$ cat src/rtl/fp_normalize_seq.sv
// Multi-cycle post-addition normaliser for the small floating-point adder.
// Accepts a raw sum {carry, leading, fraction} plus a provisional exponent.
// It corrects a carry with one right shift, or walks the fraction left one
// bit per cycle until the leading bit is set. The exponent tracks each shift.
// Overflow saturates the exponent to all-ones. Underflow stops at exponent 0.
module fp_normalize_seq #(
  parameter int EXP_W  = 3,
  parameter int FRAC_W = 4
) (
  input  logic              clk,
  input  logic              rst_n,
  input  logic              in_valid,
  output logic              in_ready,
  input  logic [EXP_W-1:0]  in_exp,
  input  logic [FRAC_W+1:0] in_frac,
  output logic              out_valid,
  input  logic              out_ready,
  output logic [EXP_W-1:0]  out_exp,
  output logic [FRAC_W:0]   out_frac,
  output logic              overflow,
  output logic              underflow,
  output logic              zero
);

  typedef enum logic [1:0] {IDLE, SHIFT, DONE} state_t;

  localparam logic [EXP_W-1:0] EXP_MAX = '1;
  localparam logic [EXP_W-1:0] EXP_ONE = {{(EXP_W-1){1'b0}}, 1'b1};
  localparam logic [EXP_W:0]   EXP_MAX_WIDE = {1'b0, EXP_MAX};
  localparam logic [EXP_W:0]   EXP_ONE_WIDE = {{EXP_W{1'b0}}, 1'b1};

  state_t            state;
  state_t            state_nx;
  logic              armed;
  logic [EXP_W-1:0]  exp_q;
  logic [FRAC_W:0]   frac_q;
  logic              overflow_q;
  logic              underflow_q;
  logic              zero_q;

  logic              accept;
  logic              release_out;
  logic              carry;
  logic              lead;
  logic [EXP_W:0]    exp_inc;
  logic              acc_done;

  assign accept      = in_valid & in_ready;
  assign release_out = out_valid & out_ready;
  assign carry       = in_frac[FRAC_W+1];
  assign lead        = in_frac[FRAC_W];
  assign exp_inc     = {1'b0, in_exp} + EXP_ONE_WIDE;
  assign acc_done    = (in_frac == '0) | (in_exp == EXP_MAX) | carry | lead;

  // State register; reset abandons any word in flight.
  always_ff @(posedge clk or negedge rst_n) begin
    if (!rst_n) state <= IDLE;
    else        state <= state_nx;
  end

  // Holds in_ready low during reset and until the first edge after release.
  always_ff @(posedge clk or negedge rst_n) begin
    if (!rst_n) armed <= 1'b0;
    else        armed <= 1'b1;
  end

  // Next-state selection: words needing no left shift go straight to DONE.
  always_comb begin
    state_nx = state;
    case (state)
      IDLE:    if (accept) state_nx = acc_done ? DONE : SHIFT;
      SHIFT:   if (frac_q[FRAC_W] || (exp_q == '0)) state_nx = DONE;
      DONE:    if (out_ready) state_nx = IDLE;
      default: state_nx = IDLE;
    endcase
  end

  // Handshake outputs come from the state alone; there is no overlap between words.
  always_comb begin
    in_ready  = (state == IDLE) & armed;
    out_valid = (state == DONE);
  end

  // Datapath. It loads and classifies the word, then shifts it left one bit
  // per cycle. Flags clear on the output handshake. Exponent and fraction
  // keep their values until the next load.
  always_ff @(posedge clk or negedge rst_n) begin
    if (!rst_n) begin
      exp_q       <= '0;
      frac_q      <= '0;
      overflow_q  <= 1'b0;
      underflow_q <= 1'b0;
      zero_q      <= 1'b0;
    end else begin
      case (state)
        IDLE: begin
          if (accept) begin
            overflow_q  <= 1'b0;
            underflow_q <= 1'b0;
            zero_q      <= 1'b0;
            if (in_frac == '0) begin
              zero_q <= 1'b1;
              exp_q  <= '0;
              frac_q <= '0;
            end else if (in_exp == EXP_MAX) begin
              overflow_q <= 1'b1;
              exp_q      <= EXP_MAX;
              frac_q     <= '0;
            end else if (carry) begin
              if (exp_inc >= EXP_MAX_WIDE) begin
                overflow_q <= 1'b1;
                exp_q      <= EXP_MAX;
                frac_q     <= '0;
              end else begin
                exp_q  <= exp_inc[EXP_W-1:0];
                frac_q <= in_frac[FRAC_W+1:1];
              end
            end else begin
              exp_q  <= in_exp;
              frac_q <= in_frac[FRAC_W:0];
            end
          end
        end
        SHIFT: begin
          if (!frac_q[FRAC_W]) begin
            if (exp_q == '0) begin
              underflow_q <= 1'b1;
            end else begin
              frac_q <= {frac_q[FRAC_W-1:0], 1'b0};
              exp_q  <= exp_q - EXP_ONE;
            end
          end
        end
        DONE: begin
          if (out_ready) begin
            overflow_q  <= 1'b0;
            underflow_q <= 1'b0;
            zero_q      <= 1'b0;
          end
        end
        default: ;
      endcase
    end
  end

  assign out_exp   = exp_q;
  assign out_frac  = frac_q;
  assign overflow  = overflow_q;
  assign underflow = underflow_q;
  assign zero      = zero_q;

endmodule

$ cat config.mk
export PLATFORM = sky130hd
export DESIGN_NAME = fp_normalize_seq
export DESIGN_NICKNAME = d
export VERILOG_FILES = /design/src/rtl/fp_normalize_seq.sv
export SDC_FILE = /design/constraint.sdc
export NUM_CORES = 1
export LEC_CHECK = 0
export CAP_MARGIN = 40
export CORE_MARGIN = 2
export CORE_UTILIZATION = 45
export CTS_CLUSTER_DIAMETER = 150
export CTS_CLUSTER_SIZE = 24
export DETAILED_ROUTE_END_ITERATION = 12
export PLACE_DENSITY = 0.75
export SLEW_MARGIN = 20
export SYNTH_ARGS = -nofsm -noshare
export SYNTH_HDL_FRONTEND = slang
export SYNTH_SLANG_ARGS = --single-unit
$ cat constraint.sdc
create_clock -name clk -period 1.9 [get_ports clk]
set_input_delay 0.38 -clock clk [delete_from_list [all_inputs] [get_ports clk]]
set_output_delay 0.38 -clock clk [all_outputs]
set_load 0.01 [all_outputs]
Word level (Yosys, flattened, before mapping)
Cells that the tools add are included.
{ "totals": {"wordCells": 72, "input_bits": 13, "output_inout_bits": 13, "regBits": 14} }
{ "classes": {"eq_ne": 9, "n_reduce_logical": 12, "bitwise": 5, "add_sub_neg": 2, "muxes": 35, "magnitude_cmp": 1} }
{ "op_table": {"columns": ["op", "n"], "rows": [
  ["two-way mux 5 bit", 7],
  ["two-way mux 3 bit", 7],
  ["two-way mux 1 bit", 11],
  ["inequality test 2 bit, second input constant", 5],
  ["case mux 5 bit (2 select lines)", 1],
  ["two-way mux 2 bit", 4],
  ["zero test 6 bit", 1],
  ["case mux 2 bit (3 select lines)", 1],
  ["case mux 3 bit (2 select lines)", 1],
  ["AND reduction 3 bit", 2],
  ["AND reduction 5 bit", 1],
  ["adder 3 x 1 -> 4 bit, second input constant", 1],
  [">= comparator 4 x 3 -> 1 bit, second input constant", 1],
  ["case mux 1 bit (2 select lines)", 2],
  ["AND reduction 4 bit", 1],
  ["nonzero test 2 bit", 2],
  ["equality test 3 bit, second input constant", 1],
  ["zero test 3 bit", 1],
  ["OR 1 bit", 3],
  ["case mux 1 bit (3 select lines)", 1],
  ["nonzero test 3 bit", 1],
  ["subtractor 3 x 1 -> 3 bit, second input constant", 1],
  ["bitwise AND 1 bit", 2],
  ["equality test 2 x 1 -> 1 bit, second input constant", 1],
  ["other kinds (5)", 5]
]} }

Depth between registers and ports, before layout
{ "logic_depth": {"word_depth": 8, "depth_mapped": 7, "depth_no_buf": 6} }

Worst setup path before layout
OpenSTA, ideal clock, no wires.
{ "synth_timing": {"path_type": "input port to flip-flop", "from": "in in_exp[0]", "to": "reg exp_q[0] (netlist: out_exp[0])", "path_buffers": 0, "required_ps": 1777, "stages": 6, "slack_ps": 160, "arrival_ps": 1617, "path_cell_list": "ha_1 -> ha_1 -> a32o_1 -> a21oi_1 -> a21oi_1 -> o221a_2"} }
{ "synth_via": {"elab_chain_cells": 8} }
{ "synth_lines": {"columns": ["element", "line", "rtl"], "rows": [
  ["start, declared", "14", "input logic [EXP_W-1:0] in_exp,"],
  ["adder 3 x 1 -> 4 bit", "52", "assign exp_inc = {1'b0, in_exp} + EXP_ONE_WIDE;"],
  [">= comparator 4 x 3 -> 1 bit", "110", "if (exp_inc >= EXP_MAX_WIDE) begin"],
  ["two-way mux 3 bit", "110", null],
  ["two-way mux 3 bit", "109", "end else if (carry) begin"],
  ["two-way mux 3 bit (*)", "105", "end else if (in_exp == EXP_MAX) begin"],
  ["two-way mux 3 bit (*)", "101", "if (in_frac == '0) begin"],
  ["two-way mux 3 bit (*)", "97", "if (accept) begin"],
  ["case mux 3 bit (2 select lines) (*)", "95", "case (state)"],
  ["end signal, assigned", "115", "exp_q <= exp_inc[EXP_W-1:0];"],
  ["end signal, assigned", "119", "exp_q <= in_exp;"],
  ["end signal, assigned", "130", "exp_q <= exp_q - EXP_ONE;"],
  ["end, declared", "35", "logic [EXP_W-1:0] exp_q;"]
]} }
Every way passes the cells marked *; elsewhere a longest branch is shown, timed or not. The select of a mux whose other input is x is not followed.
A chain may end at the register's enable or synchronous reset.

Worst setup path after layout
{ "layout_timing": {"from": "reg state[0]", "to": "out out_valid"} }
{ "layout_via": {"elab_chain_cells": 1} }
{ "layout_lines": {"columns": ["element", "line", "rtl"], "rows": [
  ["start, declared", "32", "state_t state;"],
  ["start signal, assigned", "58", "else state <= state_nx;"],
  ["equality test 2 bit", "81", "out_valid = (state == DONE);"],
  ["end, declared", "16", "output logic out_valid,"]
]} }
Every way passes these cells.

==> qor.txt <==
Mapped cell area - 965.9 um^2
Worst Max-Slew Pin Slew - 0.6405 ns
Count leader, synth - dfrtp_1
Comb pwr share - 47.6%
Finished Core Util - 70.63%
Pwr per Cell Area - 998.0 nW/um^2
TritonCTS buffer count - 3
Die height - 50.33 um
Dpl ws - -0.4191 ns
Sequential Power Share - 36.3%
Top post-synthesis cells by count - dfrtp_1, nand2_1, nor2_1, a21oi_1
CTS root buf - clkbuf_4
Post-DP Area - 1324 um^2
Routed wire per std cell - 13.62 um
Worst-path clk slew - 0.10 ns
Syn_nets - 111
Reg area - 351.6 um^2
Max-slew headroom - 57.17%
Final setup vio count - 0
Final wirelength - 2179 um
Ys flop type - dfrtp_1
Nets - 152
Die Footprint - 2533 um^2
Pre-Repair DR Iteration Count - 5
NetSw - 500.8 uW
Drt drc - 0
Syn Inst Count - 93
First-pass GRT wire length - 3801 um
Maximum clock frequency - 0.5644 GHz
Io pins - 26
Switch share - 35.49%
Multi-input gate area - 611.8 um^2
YS warnings - 0
Initial antenna violation count - 0
Int Power - 910.3 uW
Post-route setup slack - 0.1282 ns
Mean number of vias per cell - 5.544
HPWL after DPL - 1693 um
# rows - 16
Vias in the first global route - 871
PortBufs - 25
Maxcap violations - 0
Starting DRT DRC Count - 5
CTS tree - built
Critical Path Sink Type - output port
Largest net degree at the start of global routing - 15
Clk_skew - 0.004773 ns
Htree depth - 1
P_leak - 0.0006305 uW
Die width - 50.33 um
Clk network pwr share - 16.1%
Fillers - 157
GPL Wtd Cong - 0.7930
Final Slew Violations - 0
Final Cycle Share - 93.25%
# clock sinks - 14
Power, Total - 1411 uW
Register bit count reported by yosys - 14
Area contributors post-synth - dfrtp_1, ha_1, mux2_2
Hold Fails Final Rpt - 0
Area delta synth->final - 46.37%
CTS Buffer Depth - 2
Number of synthesized flops with an enable pin - 0
Required @ worst endpoint - 1.52 ns
Async SR Flop Fraction - 100.0%
Ant. Diodes - 0
Core ar. - 2002 um^2
RSZ-0062 raised after global routing - false
Share of cells above drive strength 1 - 30.08%
Starting Density - 48.25%
Vias post-DR - 887
Min-Delay Path Class - input pin to async pin
Peak VDD IR - 0.6924 mV
Mean post-synth cell area - 10.39 um^2
Status - finished clean
Fin area - 1414 um^2
CP Class - flop to output port
Critical-path maximum fanout - 4
Post-synthesis sequential area ratio - 36.27%
Worst EP arrival - 1.39 ns
Gr usage total - 19.52%
TNS Setup - 0 ns
Clock latency on the worst-skew pair - 0.29 ns
CP Launch Type - flop
Final ANT Viol Nets - 0
Yosys top cell area share - 36.27%
Cell taking the most area after synthesis - dfrtp_1
Period minus WS final - 1.772 ns
Aggregate global routing overflow - 0
Synth unique cells - 42
metal layers:
layer / vias to the layer above / track usage, % / wire length, um
li1: 434 / - / -
met5: - / 0 / 0
met4: 0 / 6.757 / 40
met3: 4 / 2.679 / 83
met2: 19 / 37.06 / 1132
met1: 430 / 21.99 / 922
kinds of logic after synthesis:
logic type / after synthesis / synth area share (%)
and+or+nand+nor: 32 / 22.80
AOI/OAI and AO/OA: 29 / 25.26
DFF: 14 / 36.27
buffers and inverters: 8 / 4.404
adders and majority gates: 5 / 6.477
muxes: 3 / 3.497
other: 1 / 0.3882
xor gates and xnor gates: 1 / 0.9069
critical path, cell delays in order (launching register included):
cell	delay (ns)
dfrtp_1	0.44
buf_4	0.17
and2b_2	0.22
dlygate4sd2_1	0.28
power by group through the flow:
stage / clock, uW / sequential [uW] / combinational [uW]
after floorplan: 0 / 535 / 319
after global placement: 0 / 508 / 659
after detailed placement: 0 / 509 / 670
after CTS: 228 / 513 / 672
after global routing: 239 / 531 / 741
final: 228 / 512 / 672
through the flow:
stage,std cells,hold slack [ns]
global placement,155,0.4677
floorplan,93,0.08441
CTS,159,0.5019
global route,160,0.5231
finish,160,0.4731
detailed placement,155,0.4805
final cells by class:
type                       instances  area share, %
multi-input combinational         71          43.27
timing repair buffer              39          25.58
sequential                        14          24.87
clock buffer                       4          2.566
tap                               27          2.389
inverter                           5          1.327
state kept, by name, indices dropped and copies added, names as in the netlist:
signal,cells
out_frac,5
overflow,1
armed,1
underflow,1
out_exp,3
zero,1
state,2
placed cells by master (no fill, tap or decap), drive strengths merged, types with 2 or more instances in the layout:
master / Yosys / routed
clkdlybuf4s50: 0 / 21
ha: 5 / 5
a211oi: 2 / 2
buf: 3 / 14
a32oi: 2 / 2
nor2: 8 / 8
o31ai: 2 / 2
inv: 5 / 5
nand2: 8 / 8
clkbuf: 0 / 4
a221o: 3 / 3
nor2b: 3 / 3
dfrtp: 14 / 14
dlygate4sd2: 0 / 2
a32o: 2 / 2
nor3: 2 / 2
mux2: 3 / 3
a21oi: 6 / 6
o21ai: 4 / 4
dlymetal6s2s: 0 / 2
and2: 2 / 2
repair_timing:
action | 4_1_cts | 5_1_grt
pin swaps | 1 | 4
resized for setup | 8 | 6
setup endpoints to repair | 5 | 3
hold buffers | 0 | 0
buffers inserted | 0 | 1
path summary, 6_finish.rpt:
check | cells after the start | from | slack (ns) | end
worst max-delay path | 3 | state[0]$_DFFE_PN0P_ | 0.13 | out_valid
worst min-delay path | 1 | rst_n | 0.47 | armed$_DFF_PN0_
worst max register to register | 6 | out_exp[0]$_DFFE_PN0P_ | 0.20 | out_exp[2]$_DFFE_PN0P_
worst min register to register | 2 | overflow$_DFFE_PN0P_ | 0.50 | overflow$_DFFE_PN0P_
max in group asynchronous | 1 | rst_n | 0.98 | state[1]$_DFFE_PN0P_
min in group clk | 2 | overflow$_DFFE_PN0P_ | 0.50 | overflow$_DFFE_PN0P_
No activity file was read; power rests on OpenSTA's default activity.
